<file path="config.mk">
export PLATFORM = sky130hd
export DESIGN_NAME = pc_fetch_unit
export DESIGN_NICKNAME = d
export VERILOG_FILES = /design/src/rtl/kgp_pkg.sv /design/src/rtl/branch_resolve.sv /design/src/rtl/pc_fetch_unit.sv
export SDC_FILE = /design/constraint.sdc
export NUM_CORES = 1
export LEC_CHECK = 0
export BUFFER_PORTS_ARGS = -buffer_cell sky130_fd_sc_hd__buf_2
export CORE_AREA = 5 5 142 144
export DETAILED_ROUTE_END_ITERATION = 12
export DIE_AREA = 0 0 147 149
export PLACE_DENSITY_LB_ADDON = 0.1
export SYNTH_ARGS = -nofsm -noshare
export SYNTH_HDL_FRONTEND = slang
export SYNTH_HIERARCHICAL = 1
export SYNTH_SLANG_ARGS = --single-unit
</file>
<file path="constraint.sdc">
create_clock -name clk -period 11.3 [get_ports clk]
set_input_delay 0 -clock clk [delete_from_list [all_inputs] [get_ports clk]]
set_output_delay 0 -clock clk [all_outputs]
set_load 0.05 [all_outputs]
</file>
<file path="src/rtl/kgp_pkg.sv">
// kgp_pkg: shared opcode constants, halt encoding and fetch FSM states for KGP-RISC
package kgp_pkg;
  localparam logic [5:0] OP_BLTZ = 6'b001000;
  localparam logic [5:0] OP_BZ   = 6'b001001;
  localparam logic [5:0] OP_BNZ  = 6'b001010;
  localparam logic [5:0] OP_BR   = 6'b001011;
  localparam logic [5:0] OP_B    = 6'b001100;
  localparam logic [5:0] OP_BL   = 6'b001101;
  localparam logic [5:0] OP_BCY  = 6'b001110;
  localparam logic [5:0] OP_BNCY = 6'b001111;
  localparam logic [31:0] HALT_INSTR_DEF = 32'hFFFF_FFFF;
  typedef enum logic [1:0] {FETCH, LOAD, EXEC, HALT} fetch_state_t;
endpackage

</file>
<file path="src/rtl/branch_resolve.sv">
// branch_resolve: combinational branch condition and next-PC selection
module branch_resolve
  import kgp_pkg::*;
(
  input  logic [5:0]  opcode,
  input  logic [25:0] offset,
  input  logic [31:0] pc,
  input  logic [31:0] rs_data,
  input  logic        carry_flag,
  input  logic        is_branch,
  input  logic        jump_addr,
  input  logic        label_sel,
  output logic        taken,
  output logic [31:0] next_pc
);
  logic [31:0] seq, off16, off26, target;
  logic [7:0]  cond;
  // branch opcodes occupy 001xxx; the low three bits index the condition vector
  always_comb begin
    seq     = pc + 32'd4;
    off16   = {{14{offset[15]}}, offset[15:0], 2'b00};
    off26   = {{4{offset[25]}}, offset, 2'b00};
    target  = jump_addr ? {rs_data[31:2], 2'b00} : seq + (label_sel ? off16 : off26);
    cond    = {!carry_flag, carry_flag, 1'b1, 1'b1, 1'b1, |rs_data, ~|rs_data, rs_data[31]};
    taken   = is_branch && (opcode[5:3] == OP_BLTZ[5:3]) && cond[opcode[2:0]];
    next_pc = taken ? target : seq;
  end
endmodule

</file>
<file path="src/rtl/pc_fetch_unit.sv">
// pc_fetch_unit: KGP-RISC fetch/PC sequencing stage with IR, commit strobe and retire counter
module pc_fetch_unit
  import kgp_pkg::*;
#(
  parameter int          IMEM_AW    = 10,
  parameter logic [31:0] RESET_PC   = 32'h0000_0000,
  parameter logic [31:0] HALT_INSTR = HALT_INSTR_DEF
) (
  input  logic               clk,
  input  logic               rst,
  output logic               imem_en,
  output logic [IMEM_AW-1:0] imem_addr,
  input  logic [31:0]        imem_rdata,
  input  logic               stall,
  input  logic               isBranch,
  input  logic               JumpAddr,
  input  logic               LabelSel,
  input  logic [31:0]        rs_data,
  input  logic               carry_flag,
  output logic [31:0]        instr,
  output logic [5:0]         opcode,
  output logic [4:0]         func,
  output logic [31:0]        pc,
  output logic [31:0]        link_addr,
  output logic               exec_valid,
  output logic               halted,
  output logic [31:0]        instr_count
);
  fetch_state_t state, state_nx;
  logic [31:0]  ir, br_next_pc;
  logic         taken;
  assign instr     = ir;
  assign opcode    = ir[31:26];
  assign func      = ir[4:0];
  assign link_addr = pc + 32'd4;
  assign imem_addr = pc[IMEM_AW+1:2];
  branch_resolve u_br (
    .opcode    (ir[31:26]),
    .offset    (ir[25:0]),
    .pc        (pc),
    .rs_data   (rs_data),
    .carry_flag(carry_flag),
    .is_branch (isBranch),
    .jump_addr (JumpAddr),
    .label_sel (LabelSel),
    .taken     (taken),
    .next_pc   (br_next_pc)
  );
  // next-state and strobes; memory enable is held off while reset is asserted
  always_comb begin
    exec_valid = (state == EXEC) && !stall && (ir != HALT_INSTR);
    imem_en    = (state == FETCH) && !rst;
    halted     = (state == HALT);
    state_nx   = state == FETCH ? LOAD :
                 state == LOAD  ? EXEC :
                 state == EXEC  ? ((ir == HALT_INSTR) ? HALT : stall ? EXEC : FETCH) : HALT;
  end
  // state, IR capture, and PC/counter update on commit
  always_ff @(posedge clk or posedge rst) begin
    if (rst) begin
      state       <= FETCH;
      pc          <= RESET_PC;
      ir          <= '0;
      instr_count <= '0;
    end else begin
      state <= state_nx;
      if (state == LOAD) ir <= imem_rdata;
      if (exec_valid) begin
        pc          <= taken ? br_next_pc : link_addr;
        instr_count <= instr_count + 32'd1;
      end
    end
  end
endmodule

</file>
==> results of run 1 <==
## layer usage
| metal | wire length [microns] | share of wire [%] | vias to the layer above | track usage [%] |
|---|---|---|---|---|
| met4 | 493 | 1.8 | 2 | 5.82 |
| met2 | 13200 | 50 | 219 | 42.2 |
| met5 | 13 | 0.049 | - | 0 |
| met1 | 11200 | 42 | 3781 | 29.8 |
| li1 | - | - | 3923 | - |
| met3 | 1710 | 6.4 | 37 | 5.59 |
## kinds of logic after synthesis
| family | Yosys count | share of synthesized area, % |
|---|---|---|
| buffers and inverters | 95 | 6.12 |
| adder cells (fa/ha/maj) | 40 | 6.10 |
| AND/OR/NAND/NOR | 345 | 22.2 |
| flip-flops | 98 | 29.5 |
| multiplexers | 44 | 5.82 |
| AO/OA/AOI/OAI | 240 | 18.7 |
| XOR/XNOR | 110 | 11.6 |
## area by class of cell
class | instances | area share [%]
well taps | 234 | 2.93
repair buffers | 262 | 14.9
clock buffers | 11 | 2.43
flip-flops and latches | 98 | 24.5
multi-input cells | 779 | 53.7
inverters | 27 | 1.04
clock inverters | 5 | 0.450
## power groups by stage
stage	clock network [mW]	logic (mW)	registers, mW
final	0.310	1.81	0.646
after global routing	0.335	1.95	0.669
after CTS	0.319	1.82	0.644
after detailed placement	0	1.80	0.650
after global placement	0	1.80	0.647
after floorplan	0	1.13	0.934
## registers in the layout, summed over array words and instances (netlist names)
name / count
instr: 32
instr_count: 32
pc: 32
state: 2
## critical path, cell delays in order (launching register included)
cell	delay, ps
dfrtp_1	630
nand3_1	190
nor3_1	590
and2_1	380
nand2_1	100
xnor2_1	270
ha_1	360
and3_2	230
a221o_1	310
a21oi_1	150
o21ai_1	110
a221oi_2	300
a21oi_1	110
xor2_1	170
mux2i_1	160
o221a_2	250
nor2_1	90
a31oi_1	50
o22a_1	190
## metrics by stage
step	utilization (%)	instance area (sq um)
floorplan	-	8320
global placement	50.5	9380
detailed placement	50.5	9380
CTS	53.8	10000
global route	53.8	10000
finish	53.8	10000
## final timing paths
path	to	slack [ps]	start
max in group asynchronous	pc[21]	9810	rst
hold / removal	instr_count[15]	150	stall
min in group asynchronous	instr[31]	220	rst
hold reg to reg	instr_count[31]	490	instr_count[31]
setup / recovery	pc[31]	6570	pc[4]
setup reg to reg	pc[31]	6570	pc[4]
## cell usage after synthesis (3+ instances only)
| master | count | share of area [%] |
|---|---|---|
| a2111oi_0 | 3 | 0.32 |
| a211o_1 | 5 | 0.53 |
| a211oi_1 | 8 | 0.72 |
| a21o_1 | 15 | 1.4 |
| a21oi_1 | 65 | 3.9 |
| a22oi_1 | 12 | 1.1 |
| a311oi_1 | 3 | 0.32 |
| a31oi_1 | 14 | 1.1 |
| and2_1 | 14 | 1.1 |
| and3_1 | 29 | 2.2 |
| and4_1 | 9 | 0.95 |
| buf_2 | 8 | 0.48 |
| buf_4 | 25 | 2.3 |
| clkbuf_1 | 27 | 1.2 |
| dfrtp_1 | 98 | 29 |
| ha_1 | 39 | 5.9 |
| inv_1 | 26 | 1.2 |
| mux2_2 | 33 | 4.5 |
| mux2i_1 | 9 | 1.1 |
| nand2_1 | 61 | 2.8 |
| nand2b_1 | 5 | 0.38 |
| nand3_1 | 46 | 2.8 |
| nand4_1 | 39 | 2.9 |
| nor2_1 | 88 | 4.0 |
| nor2b_1 | 7 | 0.53 |
| nor3_1 | 11 | 0.66 |
| nor4_1 | 13 | 0.98 |
| nor4_2 | 3 | 0.45 |
| nor4_4 | 3 | 0.77 |
| o21a_1 | 10 | 0.90 |
| o21ai_0 | 65 | 3.9 |
| o22a_1 | 5 | 0.53 |
| o2bb2ai_1 | 12 | 1.3 |
| xnor2_1 | 68 | 7.2 |
| xor2_1 | 42 | 4.4 |
## placed cells by master (no fill, tap or decap), types with 13 or more instances in the layout
| cell type | synthesis | final |
|---|---|---|
| nand3_1 | 46 | 46 |
| nand2_1 | 61 | 61 |
| a21oi_1 | 65 | 64 |
| inv_1 | 26 | 25 |
| nor2_1 | 88 | 88 |
| dlygate4sd3_1 | 0 | 33 |
| ha_1 | 39 | 39 |
| o21ai_0 | 65 | 65 |
| nor4_1 | 13 | 13 |
| dfrtp_1 | 98 | 98 |
| buf_2 | 8 | 222 |
| mux2_2 | 33 | 33 |
| a21o_1 | 15 | 15 |
| and2_1 | 14 | 14 |
| xnor2_1 | 68 | 68 |
| xor2_1 | 42 | 42 |
| nand4_1 | 39 | 39 |
| and3_1 | 29 | 29 |
| a31oi_1 | 14 | 14 |
==> results.toml, run 1 <==
[run_status]
status = "finished clean"

[power]
clockPowerShare_pct = 11.2
finalPower_mw = 2.77
power.leakage_nw = 4.81
p_int_mw = 1.17
p_comb_share_pct = 65.4
cellPowerDensity_nw_per_um2 = 277
switchingPower_mw = 1.60
peakVddDrop_v = 0.000193
p_seq_share_pct = 23.3
swShare_pct = 57.7

[setup_path]
cp.arrival_ps = 4980
end_kind = "flop"
cp.required_ps = 11540
r2r.worst_path.cells = 18
critPathKind = "reg2reg"
cp_max_fo = 15
worstSetupStartpointType = "flop"

[finish]
drive_gt1_share_pct = 25.6
multi_input_area_sq_um = 5370
antenna_cells = 0
seq_area_sq_um = 2450
nets = 1288
n_fill_cell = 1765
finalNonFillerCells = 1416
area_growth_pct = 20.2

[sta]
hold-worst-slack_ps = 153
post-route-period-util_pct = 41.9
final_hold_viol_count = 0
max_freq_mhz = 211
skew_ps = 7.55
setup_ws_ps = 6570
slew_violations = 0
worst_slew_pin_slew_ps = 1080
slew_headroom_pct = 27.3
rsz0062_at_grt = "no"
finalSetupTns_ps = 0
setup_viol = 0
fin_crit_ps = 4730

[yosys]
synthCells = 972
syn_nets = 1083
synth_edf_count = 0
ys_warn_count = 6
yosysUniqueCellTypes = 73
synth_ff_type = "dfrtp_1"
seq_area_frac_synth_pct = 29.5
synth-seq-cells = 98
syn_area_sq_um = 8320
async_flop_share_pct = 100
synth.avg_cell_area_sq_um = 8.56

[clock_tree]
clock_sinks = 98
cts_setup_buffers = 0
root_buffer = "clkbuf_16"
holdBufCountCts = 33
clock_latency_ps = 350
post_cts_resized = 0
cts_tree = "yes"
clockBufferDepth = 2
clk_pin_slew_ps = 70
cts_buffers = 9
htreeDepth = 3

[route]
via_per_inst = 5.62
detail_route.wl_per_cell_microns = 18.8
drt_iter0_drc = 436
drtAntennaViolNets = 0
drc = 0
firstDrtPassIters = 5
dr_total_vias = 7962
postRouteWirelength_mm = 26.7

[floorplan]
start_util_pct = 44.8
io_pins = 223
fp.dieArea_sq_um = 21900
dieHeight_microns = 149
die_w_microns = 147
core_area_sq_um = 18600
core.rowCount = 50

[placed_design]
place_hpwl_mm = 20.5
io_buffers = 222
gp_congestion = 0.893
post-place-ws_ps = 6650
dp_cells = 1367

[worst_hold_path]
min_path_cells = 6
hold_class = "in2reg"

[global_routing]
track_usage_pct = 24.0
grt_pass1_wl_mm = 42.3
overflow = 0
grt_max_degree = 76
antenna_found_initial = 1
grt_pass1_vias = 7811

[flow_run]
max-cap-violations = 0
Note: power is estimated with default switching activity, not from simulation.
==> run 2, diff against run 1 <==
- clock period: 11.3 -> 4.1 ns (I/O delays scaled with it)
==> run 2 against run 1 <==
  * Hold slack got worse by 97 ps
  * Maximum frequency rose by 21%
  * Register-to-register slack got worse by 6400 ps
  * Setup slack got worse by 6400 ps
  * Die area did not move
  * Wire length fell by 0.22%
  * Critical endpoint unchanged
  * Highest routed layer unchanged
==> results.toml, run 2 (synthesis results as in run 1) <==
[route]
dr_total_vias = 8246
detail_route.wl_per_cell_microns = 18.3
firstDrtPassIters = 5
drc = 0
drt_iter0_drc = 366
via_per_inst = 5.68
postRouteWirelength_mm = 26.6
drtAntennaViolNets = 0

[clock_tree]
clock_latency_ps = 360
clk_pin_slew_ps = 70
htreeDepth = 3
cts_buffers = 9
clock_sinks = 98
cts_tree = "yes"
clockBufferDepth = 2
root_buffer = "clkbuf_16"

[run_status]
status = "finished clean"

[finish]
antenna_cells = 0
nets = 1324
area_growth_pct = 25.4
final_core_util_pct = 56.2
drive_gt1_share_pct = 30.5
layout_commonest_cell = "buf_2"
final_cell_mix = "buf_2, nor2_1, dfrtp_1, xnor2_1, o21ai_0"

[floorplan]
die_w_microns = 147
dieHeight_microns = 149
fp.dieArea_sq_um = 21900
start_util_pct = 44.8
core.rowCount = 50
core_area_sq_um = 18600
io_pins = 223

[setup_path]
cp_max_fo = 6
critPathSlowestCell = "dfrtp_2"
end_kind = "flop"
crit_path_cell_trace = "and4_4 -> and3_4 -> and3_4 -> and2_4 -> nand2_4 -> xnor2_4 -> ha_4 -> and3_2 -> a221o_1 -> a21oi_2 -> o21ai_2 -> a221oi_2 -> a21oi_1 -> xor2_1 -> mux2i_1 -> o221a_2 -> nor2_1 -> a31oi_1 -> o22a_1"
timing.critical_path.mode_cell = "and3_4"
cp.arrival_ps = 4220
cp.required_ps = 4400
crit_buf_inv = 0
critPathTopFamily = "compound AO/OA/AOI/OAI gates"
critPathKind = "reg2reg"
slowest_delay_ps = 360
worstSetupStartpointType = "flop"

[sta]
post-route-period-util_pct = 95.6
slew_violations = 0
rsz0062_at_grt = "yes"
worst_slew_pin_slew_ps = 994
fin_crit_ps = 3920
skew_ps = 11.5
slew_headroom_pct = 33.1
max_freq_mhz = 255
hold-worst-slack_ps = 55.7
setup_viol = 0
final_hold_viol_count = 0

[placed_design]
gp_congestion = 0.931
io_buffers = 222
place_hpwl_mm = 20.4

[global_routing]
grt_pass1_vias = 8108
track_usage_pct = 23.6
grt_max_degree = 101
overflow = 0
grt_pass1_wl_mm = 41.8
antenna_found_initial = 2

[power]
cellPowerDensity_nw_per_um2 = 755
peakVddDrop_v = 0.000447
power.leakage_nw = 5.03

[flow_run]
max-cap-violations = 0

[worst_hold_path]
hold_class = "in2reg"
==> run 2: where the power goes <==
part	total [mW]	switching, mW	internal, mW
Sequential	1.63	0.377	1.26
Combinational	5.35	3.66	1.69
Clock	0.900	0.414	0.485
==> run 2: routing by layer <==
layer	track usage, %	vias to the layer above	part of all wire, %
li1	-	4017	-
met1	28.5	3936	42
met2	42.4	247	50
met3	4.92	42	5.9
met4	7.22	4	2.1
met5	0	-	0.12
==> run 2: what timing repair did <==
item | 4_1_cts | 5_1_grt
resized for setup | 0 | 16
hold endpoints to repair | 95 | 0
setup buffers | 0 | 3
hold buffers | 33 | 0
endpoints found under the setup margin | 0 | 5
==> run 2: final cells by class <==
class	count	area, sq um
multi-input cells	779	5490
well taps	234	293
flip-flops and latches	98	2470
fillers	1781	8140
clock inverters	7	85.1
clock buffers	9	225
inverters	27	104
repair buffers	298	1780
==> run 2: final timing paths <==
| path | startpoint | endpoint | slack, ps | cells past startpoint |
|---|---|---|---|---|
| max in group asynchronous | rst | instr[29] | 2730 | 4 |
| min in group asynchronous | rst | instr_count[23] | 370 | 3 |
| setup reg to reg | pc[8] | pc[31] | 180 | 19 |
| hold reg to reg | instr_count[29] | instr_count[29] | 490 | 1 |
| setup / recovery | pc[8] | pc[31] | 180 | 19 |
| hold / removal | stall | pc[3] | 60 | 4 |
==> run 2: stage by stage <==
step / setup TNS, ps / power, mW / setup slack, ps / instance area, sq um / std cells
after floorplan: 0 / 5.70 / 5.85 / 8380 / 972
after global placement: 0 / 6.90 / 192 / 9700 / 1400
after detailed placement: 0 / 6.92 / 126 / 9700 / 1400
after CTS: 0 / 7.88 / 80.7 / 10300 / 1449
after global routing: -75.0 / 8.39 / -70.3 / 10400 / 1452
final: 0 / 7.88 / 182 / 10400 / 1452
==> run 2: worst min-delay path, delay by kind of cell <==
family	cells	cell delay, ps
compound gates	2	220
buf+inv	1	80
simple gates	1	60
